[src/rtl/multi_lane_data_selector_if.sv]
// Tile-reader beat and row-router channel bundle for multi_lane_data_selector.
// o_hit_cnt exists only when DS_HIT_CNT_EN is defined.
interface multi_lane_data_selector_if #(
    parameter int DATA_WIDTH = 8,
    parameter int BUF_DEPTH  = 64,
    parameter int S_HEIGHT   = 4,
    parameter int LANES      = 2,
    parameter int CNT_WIDTH  = 16
);
    localparam int ADDR_WIDTH = $clog2(BUF_DEPTH);

    logic                            i_tr_valid;
    logic                            o_tr_ready;
    logic [ADDR_WIDTH-1:0]           i_tr_base_addr;
    logic [LANES-1:0]                i_tr_lane_valid;
    logic [LANES*DATA_WIDTH-1:0]     i_tr_data;
    logic [S_HEIGHT-1:0]             i_rr_addr_valid;
    logic [S_HEIGHT*ADDR_WIDTH-1:0]  i_rr_addr;
    logic [S_HEIGHT-1:0]             o_rr_addr_pop;
    logic [S_HEIGHT*DATA_WIDTH-1:0]  o_rr_data;
    logic [S_HEIGHT-1:0]             o_rr_data_valid;
    logic [S_HEIGHT-1:0]             i_rr_data_ready;
`ifdef DS_HIT_CNT_EN
    logic [S_HEIGHT*CNT_WIDTH-1:0]   o_hit_cnt;
`endif

    modport slave (
        input  i_tr_valid, i_tr_base_addr, i_tr_lane_valid, i_tr_data,
        input  i_rr_addr_valid, i_rr_addr, i_rr_data_ready,
`ifdef DS_HIT_CNT_EN
        output o_hit_cnt,
`endif
        output o_tr_ready, o_rr_addr_pop, o_rr_data, o_rr_data_valid
    );

    modport master (
        output i_tr_valid, i_tr_base_addr, i_tr_lane_valid, i_tr_data,
        output i_rr_addr_valid, i_rr_addr, i_rr_data_ready,
`ifdef DS_HIT_CNT_EN
        input  o_hit_cnt,
`endif
        input  o_tr_ready, o_rr_addr_pop, o_rr_data, o_rr_data_valid
    );
endinterface

[src/rtl/multi_lane_data_selector.sv]
// Routes lanes of a tile-reader beat to every row whose head address matches; optional hit counters (DS_HIT_CNT_EN).
// Latency: 1 clk beat -> o_rr_data_valid; pop is combinational in the accept cycle.
// Backpressure: a beat is held whole while any matching row output register is full and not draining.
module multi_lane_data_selector #(
    parameter int DATA_WIDTH = 8,
    parameter int BUF_DEPTH  = 64,
    parameter int S_HEIGHT   = 4,
    parameter int LANES      = 2,
    parameter int CNT_WIDTH  = 16
) (
    input  logic i_clk,
    input  logic i_rst,
    input  logic i_en,
    input  logic i_stall_en,
    input  logic i_reg_clear,
    multi_lane_data_selector_if.slave bus
);
    localparam int ADDR_WIDTH = $clog2(BUF_DEPTH);
    localparam int AW1        = ADDR_WIDTH + 1;

    typedef enum logic {EMPTY = 1'b0, FULL = 1'b1} row_state_t;

    logic [LANES-1:0]                     w_live;
    logic [LANES-1:0][AW1-1:0]            w_lane_addr;
    logic [S_HEIGHT-1:0]                  w_match;
    logic [S_HEIGHT-1:0]                  w_can_take;
    logic [S_HEIGHT-1:0]                  w_commit;
    logic [S_HEIGHT-1:0]                  w_valid;
    logic                                 w_tr_ready;
    logic [S_HEIGHT-1:0][DATA_WIDTH-1:0]  w_sel_data;
    logic [S_HEIGHT-1:0][DATA_WIDTH-1:0]  r_data;
    row_state_t                           r_state [S_HEIGHT];

    // Extra address bit lets lanes past the buffer end be rejected instead of wrapping.
    always_comb begin
        for (int k = 0; k < LANES; k++) begin
            w_lane_addr[k] = {1'b0, bus.i_tr_base_addr} + AW1'(k);
            w_live[k]      = bus.i_tr_lane_valid[k] && (w_lane_addr[k] < AW1'(BUF_DEPTH));
        end
    end

    // Descending scan so the lowest matching lane is the one left standing.
    always_comb begin
        w_match    = '0;
        w_sel_data = '0;
        for (int r = 0; r < S_HEIGHT; r++) begin
            for (int k = LANES - 1; k >= 0; k--) begin
                if (w_live[k] && (w_lane_addr[k] == {1'b0, bus.i_rr_addr[r*ADDR_WIDTH +: ADDR_WIDTH]})) begin
                    w_match[r]    = 1'b1;
                    w_sel_data[r] = bus.i_tr_data[k*DATA_WIDTH +: DATA_WIDTH];
                end
            end
            w_match[r] = w_match[r] & i_en & bus.i_tr_valid & bus.i_rr_addr_valid[r];
        end
    end

    always_comb begin
        for (int r = 0; r < S_HEIGHT; r++) begin
            w_valid[r] = (r_state[r] == FULL);
        end
    end

    assign w_can_take = ~w_valid | bus.i_rr_data_ready;
    assign w_tr_ready = i_en & ~i_stall_en & ~i_reg_clear & ~|(w_match & ~w_can_take);
    assign w_commit   = w_match & {S_HEIGHT{bus.i_tr_valid & w_tr_ready}};

    assign bus.o_tr_ready      = w_tr_ready;
    assign bus.o_rr_addr_pop   = w_commit;
    assign bus.o_rr_data       = r_data;
    assign bus.o_rr_data_valid = w_valid;

    always_ff @(posedge i_clk or posedge i_rst) begin
        if (i_rst) begin
            for (int r = 0; r < S_HEIGHT; r++) r_state[r] <= EMPTY;
            r_data <= '0;
        end else if (i_reg_clear) begin
            for (int r = 0; r < S_HEIGHT; r++) r_state[r] <= EMPTY;
            r_data <= '0;
        end else begin
            for (int r = 0; r < S_HEIGHT; r++) begin
                if (w_commit[r]) begin
                    r_state[r] <= FULL;
                    r_data[r]  <= w_sel_data[r];
                end else if (bus.i_rr_data_ready[r]) begin
                    r_state[r] <= EMPTY;
                end
            end
        end
    end

`ifdef DS_HIT_CNT_EN
    logic [S_HEIGHT-1:0][CNT_WIDTH-1:0] r_hit_cnt;

    always_ff @(posedge i_clk or posedge i_rst) begin
        if (i_rst) begin
            r_hit_cnt <= '0;
        end else if (i_reg_clear) begin
            r_hit_cnt <= '0;
        end else begin
            for (int r = 0; r < S_HEIGHT; r++) begin
                if (w_commit[r] && (r_hit_cnt[r] != {CNT_WIDTH{1'b1}})) begin
                    r_hit_cnt[r] <= r_hit_cnt[r] + 1'b1;
                end
            end
        end
    end

    assign bus.o_hit_cnt = r_hit_cnt;
`endif
endmodule
[src/flat_wrapper.sv]
// flat-port wrapper written by rule: the top's interface ports become plain ports
module multi_lane_data_selector_flat 
#(
    parameter int DATA_WIDTH = 8,
    parameter int BUF_DEPTH  = 64,
    parameter int S_HEIGHT   = 4,
    parameter int LANES      = 2,
    parameter int CNT_WIDTH  = 16
)
  (i_clk, i_rst, i_en, i_stall_en, i_reg_clear, bus_i_tr_valid, bus_i_tr_base_addr, bus_i_tr_lane_valid, bus_i_tr_data, bus_i_rr_addr_valid, bus_i_rr_addr, bus_i_rr_data_ready, bus_o_tr_ready, bus_o_rr_addr_pop, bus_o_rr_data, bus_o_rr_data_valid);
  multi_lane_data_selector_if #(.DATA_WIDTH(DATA_WIDTH), .BUF_DEPTH(BUF_DEPTH), .S_HEIGHT(S_HEIGHT), .LANES(LANES), .CNT_WIDTH(CNT_WIDTH)) bus_i ();
  input  logic i_clk;
  input  logic i_rst;
  input  logic i_en;
  input  logic i_stall_en;
  input  logic i_reg_clear;
  input wire logic [$bits(bus_i.i_tr_valid)-1:0] bus_i_tr_valid;
  input wire logic [$bits(bus_i.i_tr_base_addr)-1:0] bus_i_tr_base_addr;
  input wire logic [$bits(bus_i.i_tr_lane_valid)-1:0] bus_i_tr_lane_valid;
  input wire logic [$bits(bus_i.i_tr_data)-1:0] bus_i_tr_data;
  input wire logic [$bits(bus_i.i_rr_addr_valid)-1:0] bus_i_rr_addr_valid;
  input wire logic [$bits(bus_i.i_rr_addr)-1:0] bus_i_rr_addr;
  input wire logic [$bits(bus_i.i_rr_data_ready)-1:0] bus_i_rr_data_ready;
  output wire logic [$bits(bus_i.o_tr_ready)-1:0] bus_o_tr_ready;
  output wire logic [$bits(bus_i.o_rr_addr_pop)-1:0] bus_o_rr_addr_pop;
  output wire logic [$bits(bus_i.o_rr_data)-1:0] bus_o_rr_data;
  output wire logic [$bits(bus_i.o_rr_data_valid)-1:0] bus_o_rr_data_valid;
  assign bus_i.i_tr_valid = bus_i_tr_valid;
  assign bus_i.i_tr_base_addr = bus_i_tr_base_addr;
  assign bus_i.i_tr_lane_valid = bus_i_tr_lane_valid;
  assign bus_i.i_tr_data = bus_i_tr_data;
  assign bus_i.i_rr_addr_valid = bus_i_rr_addr_valid;
  assign bus_i.i_rr_addr = bus_i_rr_addr;
  assign bus_i.i_rr_data_ready = bus_i_rr_data_ready;
  assign bus_o_tr_ready = bus_i.o_tr_ready;
  assign bus_o_rr_addr_pop = bus_i.o_rr_addr_pop;
  assign bus_o_rr_data = bus_i.o_rr_data;
  assign bus_o_rr_data_valid = bus_i.o_rr_data_valid;
  multi_lane_data_selector #(.DATA_WIDTH(DATA_WIDTH), .BUF_DEPTH(BUF_DEPTH), .S_HEIGHT(S_HEIGHT), .LANES(LANES), .CNT_WIDTH(CNT_WIDTH)) u_core (.i_clk(i_clk), .i_rst(i_rst), .i_en(i_en), .i_stall_en(i_stall_en), .i_reg_clear(i_reg_clear), .bus(bus_i));
endmodule
[config.mk]
export PLATFORM = sky130hd
export DESIGN_NAME = multi_lane_data_selector_flat
export DESIGN_NICKNAME = d
export VERILOG_FILES = /design/src/rtl/multi_lane_data_selector_if.sv /design/src/rtl/multi_lane_data_selector.sv /design/src/flat_wrapper.sv
export SDC_FILE = /design/constraint.sdc
export NUM_CORES = 1
export LEC_CHECK = 0
export CAP_MARGIN = 0
export CORE_UTILIZATION = 30
export DETAILED_ROUTE_END_ITERATION = 10
export GPL_ROUTABILITY_DRIVEN = 0
export SETUP_SLACK_MARGIN = 0.4
export SLEW_MARGIN = 5
export SYNTH_ARGS = -nofsm -noshare
export SYNTH_HDL_FRONTEND = slang
export SYNTH_SLANG_ARGS = --single-unit
[constraint.sdc]
create_clock -name i_clk -period 7.28 [get_ports i_clk]
set_clock_uncertainty 0.15 [all_clocks]
set_input_delay 1.82 -clock i_clk [delete_from_list [all_inputs] [get_ports i_clk]]
set_output_delay 1.82 -clock i_clk [all_outputs]
set_load 0.005 [all_outputs]
Word-level counts from Yosys, hierarchy flattened
Cells that the tools add are included.

word-level totals
  bits in registers = 36
  input bits = 62
  logic and storage cells = 92

operators by class
  add/sub/neg operators = 1
  order comparisons = 2
  equality and inequality tests = 8
  muxes and demuxes = 30
  bitwise logic cells = 23
  reductions and logical operators = 20

operators with widths
  kind                   count
  $mux W8                12
  $mux W32               1
  $eq A7 B6 Y1           4
  $eq A6 B6 Y1           4
  $and A1 B1 Y1          16
  $mux W1                16
  $reduce_bool A3 Y1     4
  $logic_and A1 B1 Y1    10
  $and A4 B4 Y4          2
  $not A4 Y4             2
  $reduce_bool A2 Y1     4
  $add A6 B1 Y7 const B  1
  $lt A6 B7 Y1 const B   1
  $lt A7 B7 Y1 const B   1
  $mux W4                1
  $or A4 B4 Y4           1
  $reduce_or A4 Y1       1
  $not A1 Y1             2
  $logic_not A1 Y1       1

Longest topological paths before layout
  word-level depth = 17
  mapped depth = 13
  gate-level depth less buffers = 9

Worst setup path after synthesis
OpenSTA, ideal clock, no wires.

  path type = input-to-output
  start point = in bus_i_tr_base_addr[0]
  end point = out bus_o_rr_addr_pop[3]
  arrival time = 3.762 ns
  data required time = 5.310 ns
  slack = 1.548 ns
  stages = 11
  cells stage by stage = ha_1 > buf_2 > nand2b_1 > a21oi_1 > o32ai_1 > a31oi_1 > o21ai_1 > or2_1 > buf_2 > nor4_2 > buf_6

on the way
  word-level cells in the longest chain between the ends = 15
  elaborated cells between the ends (all ways) = 47
  those cells by class = add/sub (1); order compare (2); eq/ne (8); mux (8); bitwise (16); reduce/logical (12)

ends and longest elaborated chain
  item                         line                            source
  start: declaration           flat_wrapper.sv:18              input wire logic [$bits(bus_i.i_tr_base_addr)-1:0] bus_i_tr_base_addr;
  $add A6 B1 Y7                multi_lane_data_selector.sv:37  w_lane_addr[k] = {1'b0, bus.i_tr_base_addr} + AW1'(k);
  $lt A7 B7 Y1                 multi_lane_data_selector.sv:38  w_live[k] = bus.i_tr_lane_valid[k] && (w_lane_addr[k] < AW1'(BUF_DEPTH));
  $logic_and A1 B1 Y1          multi_lane_data_selector.sv:38
  $logic_and A1 B1 Y1          multi_lane_data_selector.sv:48  if (w_live[k] && (w_lane_addr[k] == {1'b0, bus.i_rr_addr[r*ADDR_WIDTH +: ADDR_WIDTH]})) begin
  $mux W1 (2 in series)        multi_lane_data_selector.sv:48
  $and A1 B1 Y1 (3 in series)  multi_lane_data_selector.sv:53  w_match[r] = w_match[r] & i_en & bus.i_tr_valid & bus.i_rr_addr_valid[r];
  $and A4 B4 Y4                multi_lane_data_selector.sv:64  assign w_tr_ready = i_en & ~i_stall_en & ~i_reg_clear & ~|(w_match & ~w_can_take);
  $reduce_or A4 Y1             multi_lane_data_selector.sv:64
  $logic_not A1 Y1             multi_lane_data_selector.sv:64
  $and A1 B1 Y1                multi_lane_data_selector.sv:64
  $and A1 B1 Y1                multi_lane_data_selector.sv:65  assign w_commit = w_match & {S_HEIGHT{bus.i_tr_valid & w_tr_ready}};
  $and A4 B4 Y4 *              multi_lane_data_selector.sv:65
  end: declaration             flat_wrapper.sv:25              output wire logic [$bits(bus_i.o_rr_addr_pop)-1:0] bus_o_rr_addr_pop;

Mark *: on every way between the ends. The rest lies on a longest branch, timed or not.

Worst setup path after layout
  start point = in bus_i_tr_base_addr[3]
  end point = out bus_o_rr_addr_pop[2]

Same word-level chain as after synthesis.

==> reports/qor.txt <==
Status -> completed
Worst endpoint required time -> 5310 ps
Async set or reset register ratio after synthesis -> 100.0%
RSZ-0062 raised after global routing -> no
HP Class -> register to register
VDD IR max -> 65.53 uV
Post-DP HPWL -> 6805 um
R2r startpoint -> u_core.bus.o_rr_data_valid[3]$_DFFE_PP0P_
Root cell of the clock tree -> clkbuf_8
Clk slew on worst S/H paths -> 70 ps
Drt drc -> 0
Setup CP Type -> primary input to primary output
Die Ht -> 98.83 um
CTS Sinks -> 36
Setup ws final -> 540.3 ps
Largest net degree at the start of global routing -> 37
Adder-cell share of the synthesized area -> 0.4448%
Reg2reg path depth -> 6
Longest Clk Path Bufs -> 2
Synth Register Bits -> 36
Mapped Avg Cell Area -> 9.633 um2
CORE AREA -> 8891 um2
HP Start -> u_core.bus.o_rr_data[5]$_DFFE_PP0P_
Distinct cell type count after synthesis -> 52
N_diodes -> 0
Leakage -> 1.516 nW
TritonCTS clock tree -> done
First-pass GRT wire length -> 13970 um
Min-Delay Path Depth -> 2
Ys flop type -> dfrtp_1
Dpl cells -> 494
Flop2flop setup slack -> 5030 ps
Most frequent cells in the layout -> clkdlybuf4s50_1, mux2i_1, dfrtp_1, nand2_1, xnor2_1
Synth warn -> 0
Most common cell after layout, fill and taps aside -> clkdlybuf4s50_1
CTS Buf Count -> 5
Pre-CTS setup slack -> 194.5 ps
Drt total wl -> 8761 um
Routed Antenna Nets -> 0
Setup TNS Final -> 0 ps
Post-Synthesis Cells -> 292
Synth Area in Simple Gates -> 21.98%
Worst Tran Pin Value -> 746.8 ps
EDFF count, synth -> 0
Share of cells above drive strength 1 -> 14.11%
Area fraction in compound gates after synthesis -> 13.83%
Row cnt -> 34
Synthesized Nets -> 355
Hold path endpoint -> u_core.bus.o_rr_data[5]$_DFFE_PP0P_
IO Pins -> 103
Main combinational cell family by area after synthesis -> simple AND/OR/NAND/NOR gates
Power Density -> 113.7 nW/um2
Slew headroom -> 50.22%
Sequential cell area fraction in the yosys report -> 32.03%
Max-Cap Viols -> 0
Starting Density -> 31.64%
Crit path launch type -> primary input
Tcrit/Tclk final -> 92.58%
Number of global-route vias before repair -> 2687
Drt pass-1 iters -> 4
Port bufs -> 102
Worst R2R End -> u_core.bus.o_rr_data[6]$_DFFE_PP0P_
GR Util All Layers -> 18.18%
Worst Path Arrival -> 4770 ps
Crit path capture type -> primary output
Max Fanout on Critical Path -> 8
Fin. Hold Viols -> 0
WL/cell -> 17.35 um
# fillers -> 859
GRT overflow -> 0
Final cell count without fillers -> 505
Achievable frequency -> 0.1484 GHz
Nets -> 459
Slew Limit Fails -> 0
Initial antenna violation count -> 0
DIE AREA -> 9766 um2
H-tree levels -> 2
Area delta synth->final -> 44.93%
Clock Latency Late Sink -> 280 ps
Minimum clock period after layout -> 6740 ps
Area of the mapped netlist -> 2813 um2
Initial DRC Count -> 127
Final Setup Violations -> 0
Storage cell area -> 900.9 um2
Area of the multi-input gates -> 1778 um2
Die W -> 98.83 um
Routed vias/inst -> 5.117
XOR/XNOR Fraction of Synth Area -> 10.28%
Multiplexer area fraction after synthesis -> 14.59%
Vias -> 2584
metal layers:
metal	global-route usage, %	wire length (um)	share of wire [%]	up-vias
met1	26.36	4317	49	1237
met2	27.70	3891	44	70
met5	0	0	0	-
met3	2.553	348	4.0	15
li1	-	-	-	1262
met4	5.970	204	2.3	0
cells in the mapped netlist, types with 2 or more instances:
master | n | area, um2
mux2i_1 | 41 | 410.4
dfrtp_1 | 36 | 900.9
nand2_1 | 28 | 105.1
xnor2_1 | 19 | 166.4
nor2_1 | 14 | 52.55
xor2_1 | 14 | 122.6
nand2b_1 | 11 | 68.82
a211oi_1 | 9 | 67.56
a22oi_1 | 8 | 60.06
nand3_1 | 8 | 40.04
buf_6 | 7 | 78.83
o21ai_2 | 7 | 61.31
a21oi_1 | 6 | 30.03
inv_1 | 6 | 22.52
nand4_1 | 6 | 37.54
and3_1 | 5 | 31.28
clkbuf_1 | 5 | 18.77
nor4_1 | 5 | 31.28
a31oi_1 | 4 | 25.02
buf_4 | 4 | 30.03
nor3_1 | 4 | 20.02
or3b_1 | 4 | 35.03
buf_2 | 3 | 15.01
nand3_2 | 3 | 30.03
nor2b_1 | 3 | 18.77
o32ai_1 | 3 | 26.28
a21o_1 | 2 | 15.01
nor4_2 | 2 | 25.02
nor4_4 | 2 | 42.54
report_power, final:
group / total (mW) / switching (mW) / internal, mW
Combinational: 0.117 / 0.0582 / 0.0585
Clock: 0.147 / 0.0714 / 0.0755
Sequential: 0.200 / 0.0000695 / 0.200
cells by family (layout without fill, tap and decap cells):
kind of cell,Yosys count,after routing
AOI/OAI and AO/OA,49,49
xor gates and xnor gates,33,33
adders and majority gates,1,1
buffers and inverters,28,133
DFF,36,36
muxes,41,41
and+or+nand+nor,104,104
worst max path at each step:
stage | from | endpoint | slack [ps] | cells after the start
3_3_place_gp | bus_i_tr_base_addr[0] | bus_o_rr_addr_pop[3] | 330 | 10
2_1_floorplan | bus_i_tr_base_addr[0] | bus_o_rr_addr_pop[3] | 1550 | 11
3_5_place_dp | bus_i_tr_base_addr[0] | bus_o_rr_addr_pop[3] | 190 | 10
6_report | bus_i_tr_base_addr[3] | bus_o_rr_addr_pop[2] | 540 | 9
5_1_grt | bus_i_tr_base_addr[0] | bus_o_rr_addr_pop[1] | 410 | 9
4_1_cts | bus_i_tr_base_addr[0] | bus_o_rr_addr_pop[1] | 450 | 10
per-stage QoR:
step	area (um2)	utilization [%]	power (mW)	hold slack [ps]
6_report	4076	45.85	0.4637	373.7
5_1_grt	4076	45.85	0.4848	404.3
4_1_cts	4035	45.38	0.4661	376.4
3_5_place_dp	3911	43.99	0.3172	358.5
3_3_place_gp	3911	43.99	0.3159	359.4
2_1_floorplan	2813	-	0.2616	360.3
repair_timing:
item | in CTS | in global routing
setup endpoints to repair | 5 | 5
pin swaps | 1 | 2
hold buffers | 0 | 0
resized for setup | 5 | 5
buffers inserted | 1 | 2
worst max-delay path, cell delays in order:
cell,delay (ps)
clkdlybuf4s50_1,580
buf_4,260
or3b_1,360
and3_1,180
o32ai_1,260
a31oi_1,170
nand3b_1,240
nor4_4,340
clkdlybuf4s50_1,560
layout make-up:
class                   instances  share of cell area, %
inverters                       7                 0.6446
repair buffers                118                  28.05
flip-flops and latches         36                  22.10
well taps                     108                  3.315
multi-input cells             228                  43.62
clock buffers                   6                  2.026
clock inverters                 2                 0.2455
sequential cells by signal (all words and copies together) (netlist names):
signal and flops:
u_core.bus.o_rr_data_valid 4, u_core.bus.o_rr_data 32
Power figures use the tool's default switching activity.
